--- src/rtl/fpu_pkg.sv ---
// Shared FPU definitions: control codes, compare-stage FSM states and
// single-precision field constants.
package fpu_pkg;

    localparam logic [3:0] FCMP_EQ = 4'b1010;
    localparam logic [3:0] FCMP_LT = 4'b1011;
    localparam logic [3:0] FCMP_LE = 4'b1100;

    localparam logic [7:0] EXP_MAX   = 8'hFF;
    localparam int unsigned QUIET_BIT = 22;

    typedef enum logic [1:0] {
        IDLE = 2'd0,
        EVAL = 2'd1,
        DONE = 2'd2
    } fcmp_state_e;

endpackage

--- src/rtl/fp_nan_classify.sv ---
// Combinational NaN / signalling-NaN detector for an IEEE-754 single operand.
module fp_nan_classify
    import fpu_pkg::*;
#(
    parameter int unsigned XLEN = 32
) (
    input  logic [XLEN-1:0] operand,
    output logic            is_nan,
    output logic            is_snan
);

    logic [7:0]  exp_f;
    logic [22:0] mant_f;

    assign exp_f   = operand[30:23];
    assign mant_f  = operand[22:0];
    assign is_nan  = (exp_f == EXP_MAX) && (mant_f != '0);
    assign is_snan = is_nan && !mant_f[QUIET_BIT];

endmodule

--- src/rtl/fcmp_seq_stage.sv ---
// Registered wrapper around the combinational FP comparator for FEQ/FLT/FLE:
// handshake in, one evaluation cycle, held response out, sticky NV flag.
module fcmp_seq_stage
    import fpu_pkg::*;
#(
    parameter int unsigned XLEN   = 32,
    parameter int unsigned CTRL_W = 4
) (
    input  logic              CLK,
    input  logic              RST,
    input  logic              REQ_VALID,
    output logic              REQ_READY,
    input  logic [XLEN-1:0]   REQ_A,
    input  logic [XLEN-1:0]   REQ_B,
    input  logic [CTRL_W-1:0] REQ_CTRL,
    output logic [XLEN-1:0]   CMP_A,
    output logic [XLEN-1:0]   CMP_B,
    output logic [CTRL_W-1:0] CMP_CTRL,
    input  logic [XLEN-1:0]   CMP_R,
    output logic              RSP_VALID,
    input  logic              RSP_READY,
    output logic [XLEN-1:0]   RSP_DATA,
    output logic              RSP_NV,
    output logic              RSP_ILL,
    input  logic              FLAG_CLR,
    output logic              FFLAGS_NV
);

    fcmp_state_e state, next_state;

    logic a_nan, a_snan, b_nan, b_snan;
    logic [XLEN-1:0] eval_data;
    logic            eval_nv;
    logic            eval_ill;
    logic            unused_cmp_hi;

    assign unused_cmp_hi = ^CMP_R[XLEN-1:1];

    fp_nan_classify #(.XLEN(XLEN)) u_class_a (
        .operand (CMP_A),
        .is_nan  (a_nan),
        .is_snan (a_snan)
    );

    fp_nan_classify #(.XLEN(XLEN)) u_class_b (
        .operand (CMP_B),
        .is_nan  (b_nan),
        .is_snan (b_snan)
    );

    always_ff @(posedge CLK) begin
        if (RST) state <= IDLE;
        else     state <= next_state;
    end

    always_comb begin
        next_state = state;
        REQ_READY  = 1'b0;
        RSP_VALID  = 1'b0;
        unique case (state)
            IDLE: begin
                REQ_READY = 1'b1;
                if (REQ_VALID) next_state = EVAL;
            end
            EVAL: next_state = DONE;
            DONE: begin
                RSP_VALID = 1'b1;
                if (RSP_READY) next_state = IDLE;
            end
            default: next_state = IDLE;
        endcase
    end

    // FEQ only signals on sNaN; ordered compares signal on any NaN.
    always_comb begin
        eval_data = '0;
        eval_nv   = 1'b0;
        eval_ill  = 1'b0;
        if (CMP_CTRL == CTRL_W'(FCMP_EQ)) begin
            eval_data[0] = CMP_R[0] && !(a_nan || b_nan);
            eval_nv      = a_snan || b_snan;
        end else if (CMP_CTRL == CTRL_W'(FCMP_LT) || CMP_CTRL == CTRL_W'(FCMP_LE)) begin
            eval_data[0] = CMP_R[0] && !(a_nan || b_nan);
            eval_nv      = a_nan || b_nan;
        end else begin
            eval_ill = 1'b1;
        end
    end

    always_ff @(posedge CLK) begin
        if (RST) begin
            CMP_A    <= '0;
            CMP_B    <= '0;
            CMP_CTRL <= '0;
            RSP_DATA <= '0;
            RSP_NV   <= 1'b0;
            RSP_ILL  <= 1'b0;
        end else begin
            if (state == IDLE && REQ_VALID) begin
                CMP_A    <= REQ_A;
                CMP_B    <= REQ_B;
                CMP_CTRL <= REQ_CTRL;
            end
            if (state == EVAL) begin
                RSP_DATA <= eval_data;
                RSP_NV   <= eval_nv;
                RSP_ILL  <= eval_ill;
            end
        end
    end

    // A handoff carrying NV takes priority over a coincident clear.
    always_ff @(posedge CLK) begin
        if (RST)                                        FFLAGS_NV <= 1'b0;
        else if (state == DONE && RSP_READY && RSP_NV)  FFLAGS_NV <= 1'b1;
        else if (FLAG_CLR)                              FFLAGS_NV <= 1'b0;
    end

endmodule

--- config.mk ---
export PLATFORM = sky130hd
export DESIGN_NAME = fcmp_seq_stage
export DESIGN_NICKNAME = d
export VERILOG_FILES = /design/src/rtl/fpu_pkg.sv /design/src/rtl/fp_nan_classify.sv /design/src/rtl/fcmp_seq_stage.sv
export SDC_FILE = /design/constraint.sdc
export NUM_CORES = 1
export LEC_CHECK = 0
export ABC_CLOCK_PERIOD_IN_PS = 1250
export CAP_MARGIN = 20
export CORE_MARGIN = 5
export CORE_UTILIZATION = 30
export CTS_CLUSTER_SIZE = 20
export DETAILED_ROUTE_END_ITERATION = 16
export PLACE_DENSITY = 0.73
export SLEW_MARGIN = 20
export SYNTH_ARGS = -nofsm -noshare
export SYNTH_HDL_FRONTEND = slang
export SYNTH_SLANG_ARGS = --single-unit
export TNS_END_PERCENT = 30
--- constraint.sdc ---
create_clock -name CLK -period 1.25 [get_ports CLK]
set_clock_uncertainty 0.1 [all_clocks]
set_input_delay 0.25 -clock CLK [delete_from_list [all_inputs] [get_ports CLK]]
set_output_delay 0.25 -clock CLK [all_outputs]
set_load 0.05 [all_outputs]
; Word level (Yosys, flattened, before mapping)
; Cells that the tools add are included.
[word_totals]
register_bits = 74
latchBits = 0
ram_bits = 0
mem_bits_ro = 0
input_bits = 105
out_inout_bits = 105
elab_cells = 49
memories = 0
[classes]
add_sub_neg = 0
mul = 0
div_mod_pow = 0
n_lt_le_gt_ge = 0
n_eq_ne = 9
shifts = 0
n_mux = 13
bitwise = 0
n_reduce_logical = 19
[op_table]
columns = cell, count
row1 = nonzero test 23 bit, 2
row2 = equality test 8 bit (second input constant), 2
row3 = equality test 4 bit (second input constant), 3
row4 = 2-to-1 mux 1 bit, 10
row5 = logical AND 1 bit, 8
row6 = one-hot mux 2 bit (3 select lines), 1
row7 = 2-to-1 mux 2 bit, 2
row8 = inequality test 2 bit (second input constant), 2
row9 = zero test 1 bit, 3
row10 = logical OR 1 bit, 3
row11 = equality test 2 x 1 -> 1 bit (second input constant), 1
row12 = equality test 2 bit (second input constant), 1
row13 = zero test 2 bit, 1
row14 = AND reduction 2 bit, 1
row15 = nonzero test 2 bit, 1

; Depth between registers and ports, before layout
[logic_depth]
depth_word = 7
mapped_depth = 7
mapped_depth_nobuf = 4

; Hierarchy
; From an unflattened synthesis, not the netlist that was laid out.
[hier_totals]
hier_cells = 385
hier_area_um2 = 3045.4
[by_module_without_submodules]
columns = module, instances, cells_each, area_per_inst_um2, seq_area_each_um2
row1 = fcmp_seq_stage, 1, 361, 2862.7, 1481.4
row2 = fp_nan_classify, 2, 12, 91.3, 0.0

; Worst setup path before layout
; No wires, ideal clock.
[synth_timing]
path_type = register to register
from = register state[1]
to = register CMP_B[12]
setup_ns = 0.132
arrival_time_ns = 1.473
t_required_ns = 1.018
slack_ns = -0.455
stages_incl_launch_ff = 7
path_buffers = 2
synth_period_minus_slack_ns = 1.705
path_cell_list = dfxtp_1 -> nor2_2 -> nand2_1 -> buf_4 -> buf_2 -> nand2_1 -> a21oi_1
[synth_via]
elab_chain_len = 2
[synth_rtl]
columns = element, line
row1 = start: declaration, fcmp_seq_stage.sv:29  ; fcmp_state_e state, next_state;
row2 = start signal: assignment, fcmp_seq_stage.sv:53  ; else state <= next_state;
row3 = zero test 2 bit, fcmp_seq_stage.sv:99  ; if (state == IDLE && REQ_VALID) begin
row4 = logical AND 1 bit, fcmp_seq_stage.sv:99
row5 = end signal: assignment, fcmp_seq_stage.sv:93  ; CMP_B <= '0;
row6 = end signal: assignment, fcmp_seq_stage.sv:101  ; CMP_B <= REQ_B;
row7 = end: declaration, fcmp_seq_stage.sv:17  ; output logic [XLEN-1:0] CMP_B,
; Every way passes these cells.
; A chain may end at the register's enable or synchronous reset.

; Final worst setup path
[layout_timing]
from = register CMP_A[11]
to = register RSP_NV
[layout_via]
elab_chain_len = 5
elab_cells_between_ends = 7
cone_classes = mux: 2 / reduce/logical: 5
[layout_rtl]
columns = element, line
row1 = start: declaration, fcmp_seq_stage.sv:16  ; output logic [XLEN-1:0] CMP_A,
row2 = start signal: assignment, fcmp_seq_stage.sv:92  ; CMP_A <= '0;
row3 = start signal: assignment, fcmp_seq_stage.sv:100  ; CMP_A <= REQ_A;
row4 = nonzero test 23 bit *, fp_nan_classify.sv:17  ; assign is_nan = (exp_f == EXP_MAX) && (mant_f != '0);
row5 = logical AND 1 bit *, fp_nan_classify.sv:17
row6 = logical OR 1 bit or logical AND 1 bit (tied branches), "fcmp_seq_stage.sv:84, fp_nan_classify.sv:18"
row7 = 2-to-1 mux 1 bit or logical OR 1 bit (tied branches), "fcmp_seq_stage.sv:82, fcmp_seq_stage.sv:81"
row8 = 2-to-1 mux 1 bit *, fcmp_seq_stage.sv:79  ; if (CMP_CTRL == CTRL_W'(FCMP_EQ)) begin
row9 = end signal: assignment, fcmp_seq_stage.sv:106  ; RSP_NV <= eval_nv;
row10 = end: declaration, fcmp_seq_stage.sv:23  ; output logic RSP_NV,
; Mark *: on every way between the ends. The rest lies on a longest branch, timed or not.

==> results.md <==
- Status: finished, violations left
- Failing checks: setup timing
- Hold_ws: 0.183 ns
- Average wire per standard cell: 16.5 um
- Synth Register Bits: 74
- Total power: 7.85 mW
- Die W: 110 um
- First-pass GRT wire length: 16,100 um
- P&R area growth vs syn: 132%
- Rows: 36
- CTS max path bufs: 2
- RR Startpoint: CMP_A[11]
- GPL Wtd Cong: 0.766
- CTS tree: done
- Max FO, Critical Path: 2
- Total CTS buffers: 9
- Worst setup path start: CMP_A[11]
- Achievable Freq: 679 MHz
- RSZ-0062 raised after global routing: true
- DRT Wirelength: 12,400 um
- Grt peak-use layer: met2
- Req. time, crit path: 1.37 ns
- Most used flip-flop cell after synthesis: dfxtp_1
- Post-synth EDFFs: 0
- Iter 0 DRT Violations: 100
- I/O pin count: 210
- Post-DRT Antenna Nets: 0
- Min-Delay Path Class: primary input to register
- Crit Path Class: register to register
- Clock Sinks: 74
- DP Cell Count: 724
- Leak Pwr: 2.91 nW
- Crit end category: register
- N_diodes: 0
- Async set or reset register ratio after synthesis: 0%
- Clk slew on worst S/H paths: 0.09 ns
- Tot GR Track Use: 16.9%
- Tcrit/Tclk final: 118%
- Post-route DRC: 0
- Die area: 12,100 um^2
- Worst-Skew Late Latency: 0.34 ns
- Vias in the first global route: 3,410
- Fin. max-slew vios: 0
- Drt first pass iters: 4
- Crit path launch type: register
- Hold_buf cts: 0
- # fillers: 688
- Synth Warn #: 0
- Most frequent cells in the layout: 107 x nand2_1, 79 x buf_12, 72 x clkdlybuf4s50_1, 55 x dfxtp_2, 54 x buf_6
- Initial Utilization: 30.8%
- Period minus WS final: 1.47 ns
- Core ar.: 9770 um^2
- Final setup viols: 123
- GRT overflow: 0
- Vias per Instance: 4.66
- Placed wire-length estimate: 7900 um
- Register area: 1570 um^2
- Met2 Usage GRT: 30.0%
- Number of distinct library cells after synthesis: 30
- Max-cap violations: 0
- Port bufs: 147
- Pwr dens: 1120 nW/um^2
- Pin count of the biggest net entering global routing: 37
- Syn Area/Cell: 7.78 um^2
- Die height: 110 um
- H-tree depth: 3
- Post-synthesis sequential area ratio: 49.2%
- Mapped cell area: 3010 um^2
- DR vias: 3,516
- Hold path start: RST
- Final WS setup: -0.223 ns
- Most common cell after layout, fill and taps aside: nand2_1
- Final Hold Viols: 0
- Met1 usage: 19.2%
- Multi-input logic area: 1720 um^2
- GRT met3 Usage: 4.95%
- Arr. time, crit path: 1.59 ns
- CTS Root Buffer Type: clkbuf_8
- Peak VDD IR: 0.000702 V
- Layout Nets: 721
- Share of cells above drive strength 1: 53.6%
- Antenna violations before repair: 0
- Cells after synthesis: 387
- Finished Layout Cells: 754
per-layer routing:
metal  vias up  routed length (um)
met1      1668                4870
met2       147                6100
met3        32                1040
met4         0                 424
met5         -                   0
li1       1669                   -
cell type report:
cell class	instances	area share (%)
timing repair buffer	241	46.8
multi-input combinational	288	24.5
sequential	74	22.5
tap	133	2.38
clock buffer	11	2.16
clock inverter	5	1.54
inverter	2	0.107
logic make-up (layout without fill, tap and decap cells):
kind of cell    Yosys count  after routing  synth area share (%)
mux                       1              1                 0.332
compound gates           78             78                  13.7
simple gates            177            178                  24.7
buf+inv                  56            259                  12.0
flops                    74             74                  49.2
other cells               1             31                 0.125
sequential cells by signal, indices dropped and copies added (netlist names):
signal     cells
state          2
RSP_ILL        1
CMP_A         32
RSP_NV         1
FFLAGS_NV      1
CMP_B         32
RSP_DATA       1
CMP_CTRL       4
synthesized netlist by cell type, types with 2 or more instances:
cell / count / share of area [%]
nor2_1: 7 / 0.87
nand4_1: 6 / 1.2
dfxtp_1: 74 / 49
nor2b_1: 2 / 0.42
nand2_1: 142 / 18
a21o_1: 2 / 0.50
inv_1: 2 / 0.25
nor4_1: 10 / 2.1
nor3_1: 2 / 0.33
a21oi_1: 69 / 11
clkbuf_1: 12 / 1.5
buf_6: 3 / 1.1
nand2b_1: 2 / 0.42
buf_4: 32 / 8.0
o21ai_0: 2 / 0.33
buf_2: 6 / 1.0
worst max-delay path: stages, from the launching register on:
cell	delay, ns
dfxtp_2	0.33
nor4_1	0.34
nand4_1	0.24
o2111ai_2	0.24
o211ai_1	0.10
power breakdown:
part	total, mW	internal [mW]	switching, mW
registers	2.65	2.52	0.125
logic	2.82	1.35	1.47
clock network	2.38	1.45	0.929
total	7.85	5.33	2.52
stage by stage:
stage               util [%]  setup WS, ns  setup TNS (ns)  cell area (um^2)
floorplan                  -        -0.238          -13.54              3150
global placement        59.8        -0.331          -17.00              5840
detailed placement      59.8        -0.328          -19.95              5840
CTS                     64.9        -0.166           -4.71              6340
global route            71.6        -0.288          -12.76              7000
finish                  71.6        -0.223           -6.69              7000
worst paths after layout:
kind	end	slack, ns	depth (start not counted)
hold reg to reg	CMP_A[31]	0.39	2
setup / recovery	RSP_NV	-0.22	4
setup reg to reg	RSP_NV	-0.22	4
hold / removal	RSP_NV	0.18	4
what timing repair did:
item,4_1_cts,5_1_grt
pin swaps,3,52
setup buffers,4,4
endpoints found under the setup margin,103,142
endpoints found under the hold margin,0,0
cloned,0,9
resized for setup,83,136
No activity file was read; power rests on OpenSTA's default activity.
